File: src/rtl/mapper_banked_offset.sv
// Banked cartridge mapper: the 0x4000 window is split into NUM_BANKS banks, each
// remapped by a CPU-writable bank register. Optional SRAM banking via MAPPER_BANKED_SRAM_EN.

module mapper_bank_reg #(
    parameter int                  REG_BITS = 8,
    parameter logic [REG_BITS-1:0] RST_VAL  = '0
) (
    input  logic                clk,
    input  logic                reset,
    input  logic                load,
    input  logic [REG_BITS-1:0] data,
    output logic [REG_BITS-1:0] value
);
    always_ff @(posedge clk or posedge reset) begin
        if (reset)     value <= RST_VAL;
        else if (load) value <= data;
    end
endmodule

module mapper_banked_offset #(
    parameter int          BANK_BITS      = 13,
    parameter int          NUM_BANKS      = 4,
    parameter int          REG_BITS       = 8,
    parameter logic [15:0] WR_BASE        = 16'h6000,
    parameter int          WR_STRIDE_LOG2 = 11,
    parameter int          TYP_W          = 3,
    parameter int          DEV_W          = 4,
    parameter logic [TYP_W-1:0] MAPPER_BANKED = 3'd2,
    parameter logic [DEV_W-1:0] DEV_NONE      = '0
) (
    input  logic             clk,
    input  logic             reset,
    input  logic [15:0]      cpu_addr,
    input  logic             cpu_mreq,
    input  logic             cpu_wr,
    input  logic [7:0]       cpu_data,
    input  logic [TYP_W-1:0] block_typ,
    input  logic [DEV_W-1:0] block_device,
    input  logic [26:0]      base_addr,
    input  logic [24:0]      rom_size,
    input  logic [26:0]      sram_base,
    input  logic [15:0]      sram_size,
    output logic             out_ram_cs,
    output logic [26:0]      out_addr,
    output logic             out_rnw,
    output logic [DEV_W-1:0] device_typ
);
    localparam int OFF_W  = REG_BITS + BANK_BITS;
    localparam int RIDX_W = 16 - WR_STRIDE_LOG2;
    localparam logic [16:0]       WIN_SIZE = 17'(NUM_BANKS * (1 << BANK_BITS));
    localparam logic [RIDX_W-1:0] REG_PAGE = RIDX_W'(WR_BASE >> WR_STRIDE_LOG2);

    logic [NUM_BANKS-1:0][REG_BITS-1:0] bank_reg;
    logic [NUM_BANKS-1:0]               load;
    logic [REG_BITS-1:0]                sel;
    logic [15:0]                        win_off, idx;
    logic [RIDX_W-1:0]                  reg_idx;
    logic [OFF_W-1:0]                   offset;
    logic [26:0]                        phys;
    logic cs, in_win, reg_hit, rom_ok, wr_q;

    assign cs      = (block_typ == MAPPER_BANKED) & cpu_mreq;
    assign win_off = cpu_addr - 16'h4000;
    assign in_win  = {1'b0, win_off} < WIN_SIZE;
    assign idx     = win_off >> BANK_BITS;
    assign reg_idx = cpu_addr[15:WR_STRIDE_LOG2] - REG_PAGE;
    assign reg_hit = cs & cpu_wr & (32'(reg_idx) < 32'(NUM_BANKS));

    // Held strobe counts once: only the first cycle of wr loads a register.
    always_ff @(posedge clk or posedge reset) begin
        if (reset) wr_q <= 1'b0;
        else       wr_q <= cpu_wr;
    end

    for (genvar i = 0; i < NUM_BANKS; i++) begin : g_bank
        assign load[i] = reg_hit & ~wr_q & (reg_idx == RIDX_W'(i));
        mapper_bank_reg #(.REG_BITS(REG_BITS), .RST_VAL(REG_BITS'(i))) u_reg (
            .clk   (clk),
            .reset (reset),
            .load  (load[i]),
            .data  (cpu_data[REG_BITS-1:0]),
            .value (bank_reg[i])
        );
    end

    // Mux rather than direct index so out-of-window addresses never select past the array.
    always_comb begin
        sel = '0;
        for (int i = 0; i < NUM_BANKS; i++)
            if (idx == 16'(i)) sel = bank_reg[i];
    end

    assign offset     = {sel, cpu_addr[BANK_BITS-1:0]};
    assign phys       = base_addr + 27'(offset);
    assign rom_ok     = 32'(offset) < 32'(rom_size);
    assign device_typ = cs ? block_device : DEV_NONE;

`ifdef MAPPER_BANKED_SRAM_EN
    logic        is_sram;
    logic [26:0] sram_addr;
    logic        unused;

    assign is_sram    = sel[REG_BITS-1];
    assign sram_addr  = sram_base + 27'(cpu_addr[BANK_BITS-1:0] & BANK_BITS'(sram_size - 16'd1));
    assign out_ram_cs = cs & in_win & (is_sram | rom_ok);
    assign out_addr   = !out_ram_cs ? '1 : (is_sram ? sram_addr : phys);
    // Register writes are swallowed by the mapper even when they land in an SRAM bank.
    assign out_rnw    = ~(cs & in_win & is_sram & cpu_wr & ~reg_hit);
    assign unused     = ^cpu_data;
`else
    logic unused;

    assign out_ram_cs = cs & in_win & rom_ok;
    assign out_addr   = out_ram_cs ? phys : '1;
    assign out_rnw    = 1'b1;
    assign unused     = ^{sram_base, sram_size, cpu_data};
`endif

endmodule
File: config.mk
export PLATFORM = sky130hd
export DESIGN_NAME = mapper_banked_offset
export DESIGN_NICKNAME = d
export VERILOG_FILES = /design/src/rtl/mapper_banked_offset.sv
export SDC_FILE = /design/constraint.sdc
export NUM_CORES = 1
export LEC_CHECK = 0
export ABC_AREA = 0
export BUFFER_PORTS_ARGS = -buffer_cell sky130_fd_sc_hd__buf_2
export CORE_MARGIN = 3
export CORE_UTILIZATION = 45
export CTS_BUF_LIST = sky130_fd_sc_hd__clkbuf_16
export DETAILED_ROUTE_END_ITERATION = 7
export GPL_TIMING_DRIVEN = 0
export PLACE_DENSITY = 0.78
export SLEW_MARGIN = 20
export SYNTH_ARGS = -nofsm -noshare
export SYNTH_HDL_FRONTEND = slang
export SYNTH_SLANG_ARGS = --single-unit
File: constraint.sdc
create_clock -name clk -period 7.35 [get_ports clk]
set_clock_uncertainty 0.1 [all_clocks]
set_input_delay 0.3675 -clock clk [delete_from_list [all_inputs] [get_ports clk]]
set_output_delay 0.3675 -clock clk [all_outputs]
set_load 0.01 [all_outputs]
=== Word level (Yosys, flattened, before mapping) ===
Cells that the tools add are included.

* Bits of input ports: 130
* Output and inout port bits: 33
* Register bits: 33

* Bitwise gates (word level): 11
* Reductions and logical operators: 2
* Muxes and demuxes: 6
* Equality and inequality tests: 7
* $add $sub $neg: 3
* Magnitude comparators: 3

{| class="wikitable"
|+ Operators with widths
! operator !! number
|-
| $mux W8 || 4
|-
| $add A27 B21 Y27 || 1
|-
| $mux W27 || 1
|-
| $lt A21 B25 Y1 || 1
|-
| $logic_not A16 Y1 || 1
|-
| $lt A16 B16 Y1 const B || 1
|-
| $sub A16 B15 Y16 const B || 1
|-
| $and A1 B1 Y1 || 10
|-
| $eq A5 B2 Y1 const B || 2
|-
| $eq A3 B2 Y1 const B || 3
|-
| $eq A5 B1 Y1 const B || 1
|-
| $logic_not A5 Y1 || 1
|-
| $lt A5 B3 Y1 const B || 1
|-
| $sub A5 B4 Y5 const B || 1
|-
| $mux W4 || 1
|-
| $eq A3 B1 Y1 const B || 1
|-
| $not A1 Y1 || 1
|}

=== Depth between registers and ports, before layout ===
Gate-level depths: netlist of run 1.

* Word-level depth: 9
* Depth in mapped cells: 18

=== By module ===
A second synthesis of run 1 with hierarchy kept.

* Cell total of the unflattened synthesis: 440
* Area, all modules: 3752.3 µm²

{| class="wikitable"
|+ By module, submodules not included
! module !! sequential area each (µm²) !! cells an instance !! area each (µm²) !! instances
|-
| mapper_banked_offset || 25.0 || 368 || 2406.1 || 1
|-
| mapper_bank_reg at g_bank[1].u_reg ... || 201.4 || 18 || 336.6 || 2
|-
| mapper_bank_reg at g_bank[3].u_reg || 202.7 || 18 || 337.8 || 1
|-
| mapper_bank_reg at g_bank[0].u_reg || 200.2 || 18 || 335.3 || 1
|}

=== Worst setup path after synthesis of run 1 ===
Ideal clock, no wire load.

* Kind: input -> output
* From: input cpu_addr[13]
* To: output out_addr[20]
* Path buffers: 3
* Slack: 3725 ps
* Stages on the path: 16
* Data arrival time: 3158 ps
* Cell sequence: ha_1 > clkbuf_1 > clkbuf_1 > a21oi_1 > o21ai_0 > mux2i_1 > nor2_1 > ha_1 > a2111oi_0 > o21ai_0 > o211ai_1 > and4b_1 > and2_1 > buf_2 > nand2_1 > mux2_2

* Longest elaborated chain between the ends: 9
* Elaborated cells between the ends (all ways): 15
* Those cells by class: 2 x add/sub; 2 x order compare; 3 x eq/ne; 5 x mux; 2 x bitwise; 1 x reduce/logical

{| class="wikitable"
|+ RTL lines
! what !! RTL line !! RTL
|-
| start, declared || 33 || <nowiki>input logic [15:0] cpu_addr,</nowiki>
|-
| $sub A16 B15 Y16 (*) || 63 || <nowiki>assign win_off = cpu_addr - 16'h4000;</nowiki>
|-
| $logic_not A16 Y1 || 90 || <nowiki>if (idx == 16'(i)) sel = bank_reg[i];</nowiki>
|-
| $mux W8 (4 in series) || 90 ||
|-
| $lt A21 B25 Y1 || 95 || <nowiki>assign rom_ok = 32'(offset) < 32'(rom_size);</nowiki>
|-
| $and A1 B1 Y1 || 113 || <nowiki>assign out_ram_cs = cs & in_win & rom_ok;</nowiki>
|-
| $mux W27 (*) || 114 || <nowiki>assign out_addr = out_ram_cs ? phys : '1;</nowiki>
|-
| end, declared || 44 || <nowiki>output logic [26:0] out_addr,</nowiki>
|}

Every way passes the cells marked *; elsewhere a longest branch is shown, timed or not.

=== Final worst setup path of run 1 ===
* From: input cpu_addr[13]
* To: output out_addr[11]

* Longest elaborated chain between the ends: 9
* Elaborated cells between the ends (all ways): 14
* Those cells by class: 1 x add/sub; 2 x order compare; 3 x eq/ne; 5 x mux; 2 x bitwise; 1 x reduce/logical

{| class="wikitable"
|+ RTL lines
! what !! RTL line
|-
| $sub A16 B15 Y16 (*) || 63
|-
| $logic_not A16 Y1 || 90
|-
| $mux W8 (4 in series) || 90
|-
| $lt A21 B25 Y1 || 95
|-
| $and A1 B1 Y1 (*) || 113
|-
| $mux W27 (*) || 114
|}

Marked as above.

==> metrics.csv, run 1 <==
metric,value,unit
postRouteWirelength,10180,um
max_stage_delay,0.43,ns
area_growth,23.36,%
cp_slowest_cell,a2111oi_0,
final_cell_area,0.004481,mm^2
synth.avg_cell_area,8.350,um^2
stdcell_count,662,
status,finished clean,
vias,3620,
start_util,46.76,%
die_height,95.84,um
path_common_cell,buf_2,
layout.nets,739,
start_kind,input pin,
netlist_instances,435,
grt_pass1_vias,3459,
end_kind,output port,
yosys-top-cells-count,"nand2_1 (62), ha_1 (49), mux2_2 (33), nor2_1 (33), a21oi_1 (32)",
max_freq,220.3,MHz
antenna_found_initial,1,
pwr-share-comb,27.9,%
postSynth.asyncResetShare,100.0,%
overflow,0,
detailed_place_hpwl,8515,um
synth_area_leaders,"dfrtp_1 (20%), ha_1 (17%), mux2_2 (10%)",
cts_resized,0,
cts_buffer_depth,2,
clkPwrFrac,37.0,%
critPathTopFamily,buffers and inverters,
dr.first_iter.drc_count,107,
intPower,0.0003670,W
grt_use_total,21.78,%
cts_tree,yes,
power,0.0005223,W
dp.cells,654,
cts_max_level,2,
synth_fp_nets,615,
p_sw,0.0001554,W
syn_area,0.003632,mm^2
cts_made_buffers,5,
crit_chain,buf_2 -> ha_1 -> clkbuf_1 -> clkbuf_1 -> a21oi_1 -> o21ai_0 -> mux2i_1 -> nor2_1 -> ha_1 -> a2111oi_0 -> o21ai_0 -> o211ai_1 -> and4b_1 -> and2_1 -> buf_2 -> buf_2 -> nand2_1 -> buf_2,
critical_path_class,input pin to output port,
sw_frac_of_total,29.75,%
synth_top_area_share,19.98,%
path_buf_inv,6,
synth.most_common_cell,nand2_1,
ir_drop,215.5,uV
worst_slew_pin_slew,0.7710,ns
grt_pass1_wl,15850,um
die-area,0.009185,mm^2
finalSetupTns,0,ns
synth_edf_count,0,
ys_ff_latch,33,
min_period_over_period,61.75,%
cap_violations,0,
pin_count,163,
synth_seq_area_share,22.87,%
synthFlopType,dfrtp_1,
rows,32,
drive_gt1_share,31.84,%
seq_power_share,35.2,%
placed_cell_area,0.004345,mm^2
die-width,95.84,um
leakage,2.295,nW
root_buffer,clkbuf_16,
min_path_type,input pin to asynchronous set/reset pin,
drv_slew,0,
p_per_area,116.6,mW/mm^2
post_cts_buffers,0,
port_buffers,117,
synth-warning-count,0,
grt_max_degree,34,
drc,0,
fin_util,57.68,%
cp.arrival,4.07,ns
ctsHoldBuffers,0,
wire_per_inst,15.38,um
finalHoldViolations,0,
gp_congestion,0.8650,
core,0.007767,mm^2
yosysTopAreaCell,dfrtp_1,
clock-sinks,33,
clk_latency,0.28,ns
cp_max_fo,10,
first_pass_iters,4,
clkSlewWorstSetupHoldPaths,0.05,ns
ant_nets,0,
rsz0062_at_grt,no,
routed_via_density,5.468,
setup_viol,0,
yosys.cell_types.count,62,
fin_crit,4.539,ns
slew_headroom,48.23,%
crit_required,6.88,ns
[registers in the layout, summed over array words and instances (netlist names)]
name	cells
g_bank.u_reg.value	32
wr_q	1
[metal layers]
layer	up-vias	GRT usage [%]	share of wire [%]
li1	1801	-	-
met1	1701	26.11	43
met2	96	38.91	49
met3	22	4.066	5.6
met4	0	7.227	2.5
met5	-	0	0
[worst paths after layout]
check / from / end / slack, ns / cells after the start
setup / recovery: cpu_addr[13] / out_addr[11] / 2.81 / 18
hold / removal: reset / g_bank[0].u_reg.value[3] / 0.09 / 2
setup reg to reg: wr_q / g_bank[0].u_reg.value[4] / 5.31 / 4
hold reg to reg: g_bank[3].u_reg.value[5] / g_bank[3].u_reg.value[5] / 0.40 / 1
max in group asynchronous: reset / g_bank[1].u_reg.value[2] / 6.62 / 2
min in group clk: cpu_wr / wr_q / 0.10 / 1
[cell usage in the layout (no fill, tap or decap), types with 4 or more instances in the layout]
master | Yosys | final
a211oi_1 | 5 | 5
a21o_1 | 11 | 11
a21oi_1 | 32 | 32
and2_1 | 7 | 7
and3_1 | 7 | 7
buf_2 | 4 | 121
clkbuf_1 | 7 | 7
clkbuf_16 | 0 | 5
dfrtp_1 | 29 | 29
dfstp_2 | 4 | 4
ha_1 | 49 | 49
inv_1 | 28 | 28
mux2_2 | 33 | 33
mux2i_1 | 8 | 8
nand2_1 | 62 | 62
nand2b_1 | 5 | 5
nand3_1 | 7 | 7
nand4_1 | 6 | 6
nor2_1 | 33 | 33
o21a_1 | 8 | 8
o21ai_0 | 25 | 25
xnor2_1 | 12 | 12
xor2_1 | 6 | 6
[area by class of cell]
type	instances	area [um^2]
fill	733	3287
multi-input combinational	362	2643
sequential	33	830.8
timing repair buffer	117	585.6
tap	102	127.6
clock buffer	5	125.1
inverter	28	105.1
buffer	12	53.80
clock inverter	2	7.507
antenna	1	2.502
[stage by stage]
| stage | worst slack (ns) | hold slack (ns) |
|---|---|---|
| after detailed placement | 2.852 | 0.3887 |
| after floorplan | 3.725 | 0.2989 |
| after CTS | 2.816 | 0.1034 |
| final | 2.811 | 0.08979 |
| after global routing | 2.266 | 0.1101 |
| after global placement | 2.940 | 0.3865 |
[cell families after synthesis]
logic type      share of synthesized area, %
buf+inv                                4.375
other cells                           0.1032
flops                                  22.87
xor+xnor                               4.340
simple gates                           19.57
fa+ha+maj                              17.43
compound gates                         18.88
mux                                    12.44
[power by group through the flow]
stage,Combinational (W),Sequential [W],Clock (W)
floorplan,0.0000900,0.000187,0
global placement,0.000138,0.000187,0
detailed placement,0.000143,0.000187,0
CTS,0.000144,0.000184,0.000193
global route,0.000162,0.000184,0.000201
finish,0.000146,0.000184,0.000193
Power figures use the tool's default switching activity.
==> inputs of run 2 (changes only) <==
--- a/config.mk
+++ b/config.mk
@@ -5,14 +5,14 @@
 export SDC_FILE = /design/constraint.sdc
 export NUM_CORES = 1
 export LEC_CHECK = 0
-export ABC_AREA = 0
+export ABC_AREA = 1
 export BUFFER_PORTS_ARGS = -buffer_cell sky130_fd_sc_hd__buf_2
 export CORE_MARGIN = 3
 export CORE_UTILIZATION = 45
 export CTS_BUF_LIST = sky130_fd_sc_hd__clkbuf_16
 export DETAILED_ROUTE_END_ITERATION = 7
 export GPL_TIMING_DRIVEN = 0
-export PLACE_DENSITY = 0.78
+export PLACE_DENSITY = 0.75
 export SLEW_MARGIN = 20
 export SYNTH_ARGS = -nofsm -noshare
 export SYNTH_HDL_FRONTEND = slang
==> constraint.sdc (replaced) <==
create_clock -name clk -period 4.4 [get_ports clk]
set_clock_uncertainty 0.1 [all_clocks]
set_input_delay 0.22 -clock clk [delete_from_list [all_inputs] [get_ports clk]]
set_output_delay 0.22 -clock clk [all_outputs]
set_load 0.01 [all_outputs]
==> metrics.csv, run 2 <==
metric,value,unit
area_growth,20.32,%
setup_ws,0.8594,ns
max_stage_delay,0.40,ns
largestRegisters,"g_bank.u_reg.value x32, wr_q x1",
detailed_place_hpwl,10200,um
root_buffer,clkbuf_16,
antenna_found_initial,0,
final_cell_mix,"nand2_1 (250), inv_1 (180), buf_2 (119)",
die-width,105.7,um
dp.cells,1021,
crit_required,4.08,ns
status,finished clean,
regMostFlops,g_bank.u_reg.value,
largest_reg_flops,32,
start_kind,input pin,
grt_pass1_wl,20200,um
nFillCells,1024,
stdcell_count,1031,
drv_slew,0,
ir_drop,314.0,uV
p_per_area,194.7,mW/mm^2
final_cell_area,0.005385,mm^2
drive_gt1_share,16.96,%
seq_area,830.8,um^2
clkSlewWorstSetupHoldPaths,0.05,ns
postRouteWirelength,11780,um
grt_use_total,21.48,%
final_common_cell,nand2_1,
wire_per_inst,11.42,um
cap_violations,0,
synth-warning-count,0,
syn_area,0.004476,mm^2
yosysTopAreaCell,nand2_1,
max_freq,282.4,MHz
cts_made_buffers,5,
ctsHoldBuffers,2,
netlist_instances,774,
yosys.cell_types.count,34,
finalSetupTns,0,ns
grt_max_degree,34,
multiInputGateArea,0.002900,mm^2
worst_slew_pin_slew,0.8522,ns
yosys-top-cells-count,"nand2_1 (250), inv_1 (181), nor2_1 (70)",
dr.first_iter.drc_count,193,
overflow,0,
finalHoldViolations,0,
layout.nets,1081,
crit_chain,buf_2 -> inv_1 -> ha_1 -> inv_1 -> nor2_1 -> nand3_1 -> o21ai_0 -> nand2_1 -> a31oi_1 -> ha_1 -> a21oi_1 -> o21ai_0 -> a21oi_1 -> nand2_1 -> nor2_4 -> buf_6 -> nand3_2 -> buf_2,
routed_via_density,4.769,
placed_cell_area,0.005228,mm^2
power,0.001048,W
rsz0062_at_grt,no,
fin_crit,3.541,ns
cts_max_level,2,
antenna_cells,0,
cts_tree,yes,
slew_headroom,42.71,%
gp_congestion,0.9076,
min_path_type,input pin to flop,
critical_path_class,input pin to output port,
cts_buffer_depth,2,
ys_ff_latch,33,
cp_slowest_cell,nor2_1,
cp_max_fo,10,
synth_area_leaders,"nand2_1 (21%), dfrtp_1 (16%), inv_1 (15%)",
end_kind,output port,
postSynth.asyncResetShare,100.0,%
pin_count,163,
core,0.009459,mm^2
synth.most_common_cell,nand2_1,
synthFlopType,dfrtp_1,
cp.arrival,3.22,ns
die-area,0.01118,mm^2
start_util,47.31,%
vias,4917,
clock-sinks,33,
die_height,105.7,um
synth_top_area_share,20.97,%
synth_fp_nets,954,
port_buffers,118,
ant_nets,0,
synth_seq_area_share,18.56,%
setup_viol,0,
synth_edf_count,0,
post_cts_buffers,0,
min_period_over_period,80.47,%
cts_resized,0,
leakage,3.252,nW
drc,0,
rows,35,
first_pass_iters,5,
synth.avg_cell_area,5.782,um^2
clk_latency,0.27,ns
dp_worst_setup_slack,0.8150,ns
grt_pass1_vias,4592,
-- run 2: logic make-up (layout without fill, tap and decap cells) --
logic type | Yosys count | in the layout | share of synthesized area (%)
AND/OR/NAND/NOR | 422 | 422 | 40.68
buffers and inverters | 191 | 319 | 16.63
AO/OA/AOI/OAI | 69 | 69 | 8.331
adder cells (fa/ha/maj) | 50 | 50 | 14.15
flip-flops | 33 | 33 | 18.56
XOR/XNOR | 8 | 8 | 1.566
other | 1 | 1 | 0.08379
-- run 2: final cells by class --
cell class,instances,share of cell area (%)
multi-input cells,550,53.86
flip-flops and latches,33,15.43
inverters,184,12.83
repair buffers,120,11.34
well taps,129,2.997
clock buffers,5,2.323
plain buffers,7,0.9991
clock inverters,3,0.2323
-- run 2: worst max-delay path: cells and delay by family --
kind | cells | cell delay, ns
AOI/OAI and AO/OA | 5 | 0.81
adders and majority gates | 2 | 0.46
buffers and inverters | 5 | 0.64
and+or+nand+nor | 6 | 1.10
-- run 2: routing by layer --
layer / global-route usage [%] / share of wire [%] / vias to the layer above
met5: 0 / 0 / -
met4: 4.995 / 1.5 / 0
met3: 2.756 / 5.2 / 13
met2: 38.11 / 48 / 114
met1: 27.67 / 45 / 2162
li1: - / - / 2628
-- run 2: report_power, final --
part	switching (W)	internal, W	total, W
clock	0.000120	0.000204	0.000324
sequential	0.000000557	0.000305	0.000306
combinational	0.000264	0.000154	0.000419
-- run 2: worst paths after layout --
path	start	end	slack, ns	cells after the start
max	cpu_addr[13]	out_addr[19]	0.86	18
min	cpu_data[0]	g_bank[3].u_reg.value[0]	0.16	3
max reg2reg	wr_q	g_bank[1].u_reg.value[4]	2.76	7
min reg2reg	g_bank[2].u_reg.value[3]	g_bank[2].u_reg.value[3]	0.37	2
max in group asynchronous	reset	wr_q	3.27	3
min in group asynchronous	reset	g_bank[2].u_reg.value[4]	0.49	3
-- run 2: through the flow --
stage                     util, %  hold slack, ns
after floorplan                 -          0.1514
after global placement      55.26          0.2605
after detailed placement    55.26          0.2586
after CTS                   56.93          0.1567
after global routing        56.93          0.1751
final                       56.93          0.1632
==> inputs of run 3 (changes only) <==
--- a/config.mk
+++ b/config.mk
@@ -12,7 +12,7 @@
 export CTS_BUF_LIST = sky130_fd_sc_hd__clkbuf_16
 export DETAILED_ROUTE_END_ITERATION = 7
 export GPL_TIMING_DRIVEN = 0
-export PLACE_DENSITY = 0.75
+export PLACE_DENSITY = 0.78
 export SLEW_MARGIN = 20
 export SYNTH_ARGS = -nofsm -noshare
 export SYNTH_HDL_FRONTEND = slang
==> constraint.sdc (replaced) <==
create_clock -name clk -period 2.9 [get_ports clk]
set_clock_uncertainty 0.1 [all_clocks]
set_input_delay 0.145 -clock clk [delete_from_list [all_inputs] [get_ports clk]]
set_output_delay 0.145 -clock clk [all_outputs]
set_load 0.01 [all_outputs]
==> metrics.csv, run 3 (synthesized netlist as in run 2, its figures left out) <==
metric,value,unit
drc,0,
cap_violations,0,
dp_worst_setup_slack,-0.5228,ns
final_common_cell,nand2_1,
cts_tree,yes,
grt_pass1_vias,4680,
ant_nets,0,
critical_path_class,input pin to output port,
cts_max_level,2,
clock-sinks,33,
die-area,0.01118,mm^2
antenna_found_initial,0,
largest_reg_flops,32,
port_buffers,118,
rows,35,
status,finished clean,
cts_made_buffers,5,
drive_gt1_share,24.48,%
grt_use_total,22.35,%
min_path_type,input pin to flop,
die-width,105.7,um
end_kind,output port,
hold_start,cpu_data[1],
clkSlewWorstSetupHoldPaths,0.05,ns
regMostFlops,g_bank.u_reg.value,
fin_crit,2.841,ns
final_cell_area,0.006002,mm^2
start_util,47.31,%
placed_cell_area,0.005228,mm^2
area_growth,34.11,%
detailed_place_hpwl,10170,um
postRouteWirelength,12950,um
r2r_start,wr_q,
min_period_over_period,97.95,%
dp.cells,1021,
setup_viol,0,
startpoint,cpu_addr[13],
root_buffer,clkbuf_16,
slew_headroom,41.17,%
vias,5044,
layout.nets,1094,
p_per_area,287.9,mW/mm^2
gp_congestion,0.9287,
largestRegisters,"g_bank.u_reg.value x32, wr_q x1",
overflow,0,
grt_max_degree,34,
leakage,3.400,nW
ir_drop,449.6,uV
fin_util,63.45,%
wire_per_inst,12.40,um
finalHoldViolations,0,
pin_count,163,
start_kind,input pin,
final_cell_mix,"nand2_1 (236), inv_1 (178), buf_2 (111)",
cp.arrival,2.60,ns
cts_buffer_depth,2,
routed_via_density,4.831,
crit_required,2.65,ns
worst_slew_pin_slew,0.8752,ns
stdcell_count,1044,
setup_ws,0.05937,ns
clk_latency,0.27,ns
core,0.009459,mm^2
dr.first_iter.drc_count,158,
die_height,105.7,um
drv_slew,0,
antenna_cells,0,
grt_pass1_wl,20880,um
max_freq,352.0,MHz
first_pass_iters,5,
cp_max_fo,8,
-- run 3: cell types whose count changed in the layout (fill, tap and decap cells not counted), moves of 8 or more --
cell | before | now
buf_4 | 1 | 11
nand2_2 | 2 | 13
ha_1 | 49 | 39
nor2_1 | 70 | 61
ha_4 | 0 | 9
buf_2 | 119 | 111
nand2_1 | 250 | 236
a31oi_1 | 8 | 0
-- run 3: worst max-delay path: stages --
cell	delay (ns)
buf_4	0.13
inv_4	0.07
ha_4	0.13
inv_2	0.04
nor2_4	0.21
nand3_1	0.10
o21ai_0	0.10
nand2_1	0.14
a31oi_4	0.19
buf_4	0.16
ha_1	0.24
nand2_2	0.11
inv_1	0.05
nand2_1	0.05
nand2_1	0.07
a21oi_1	0.21
nand3_1	0.13
nand2_1	0.09
nand3_2	0.08
buf_2	0.15
-- run 3: area by class of cell --
cell class,count,area (um^2)
Fill cell,900,3457
Multi-Input combinational cell,551,3308
Sequential cell,33,830.8
Timing Repair Buffer,132,788.3
Inverter,184,703.2
Tap cell,129,161.4
Clock buffer,5,125.1
Buffer,7,73.82
Clock inverter,3,11.26
-- run 3: worst paths after layout --
path / end / slack (ns) / cells after the start
min in group asynchronous: g_bank[1].u_reg.value[5] / 0.43 / 3
worst min-delay path: g_bank[3].u_reg.value[1] / 0.1 / 3
worst max register to register: g_bank[3].u_reg.value[6] / 1.21 / 6
worst max-delay path: out_addr[23] / 0.06 / 20
worst min register to register: g_bank[2].u_reg.value[0] / 0.37 / 2
max in group asynchronous: g_bank[0].u_reg.value[1] / 1.83 / 3
-- run 3: through the flow --
stage / total power [W] / setup TNS (ns) / hold slack [ns]
2_1_floorplan: 0.0009098 / 0 / 0.07643
3_5_place_dp: 0.001099 / -12.00 / 0.1827
5_1_grt: 0.001861 / -1.321 / 0.1156
6_report: 0.001728 / 0 / 0.09859
4_1_cts: 0.001621 / 0 / 0.09310
3_3_place_gp: 0.001094 / -11.70 / 0.1867
-- run 3: power by group --
part | leakage, nW | internal [W] | switching [W]
clock network | 0.0776 | 0.000308 | 0.000181
registers | 0.366 | 0.000463 | 0.000000901
logic | 2.96 | 0.000306 | 0.000469
total | 3.40 | 0.00108 | 0.000651
-- run 3: layer usage --
metal	vias to the layer above	wire length (um)	track usage (%)
li1	2654	-	-
met1	2248	5433	28.97
met2	124	6638	39.66
met3	18	659	2.572
met4	0	219	5.180
met5	-	0	0
-- run 3: repair_timing --
action | 4_1_cts | 5_1_grt
gates cloned | 1 | 2
endpoints found under the setup margin | 28 | 28
hold buffers | 2 | 0
setup buffers | 8 | 3
gates resized for setup | 27 | 80
pin swaps | 7 | 25
hold endpoints to repair | 30 | 0
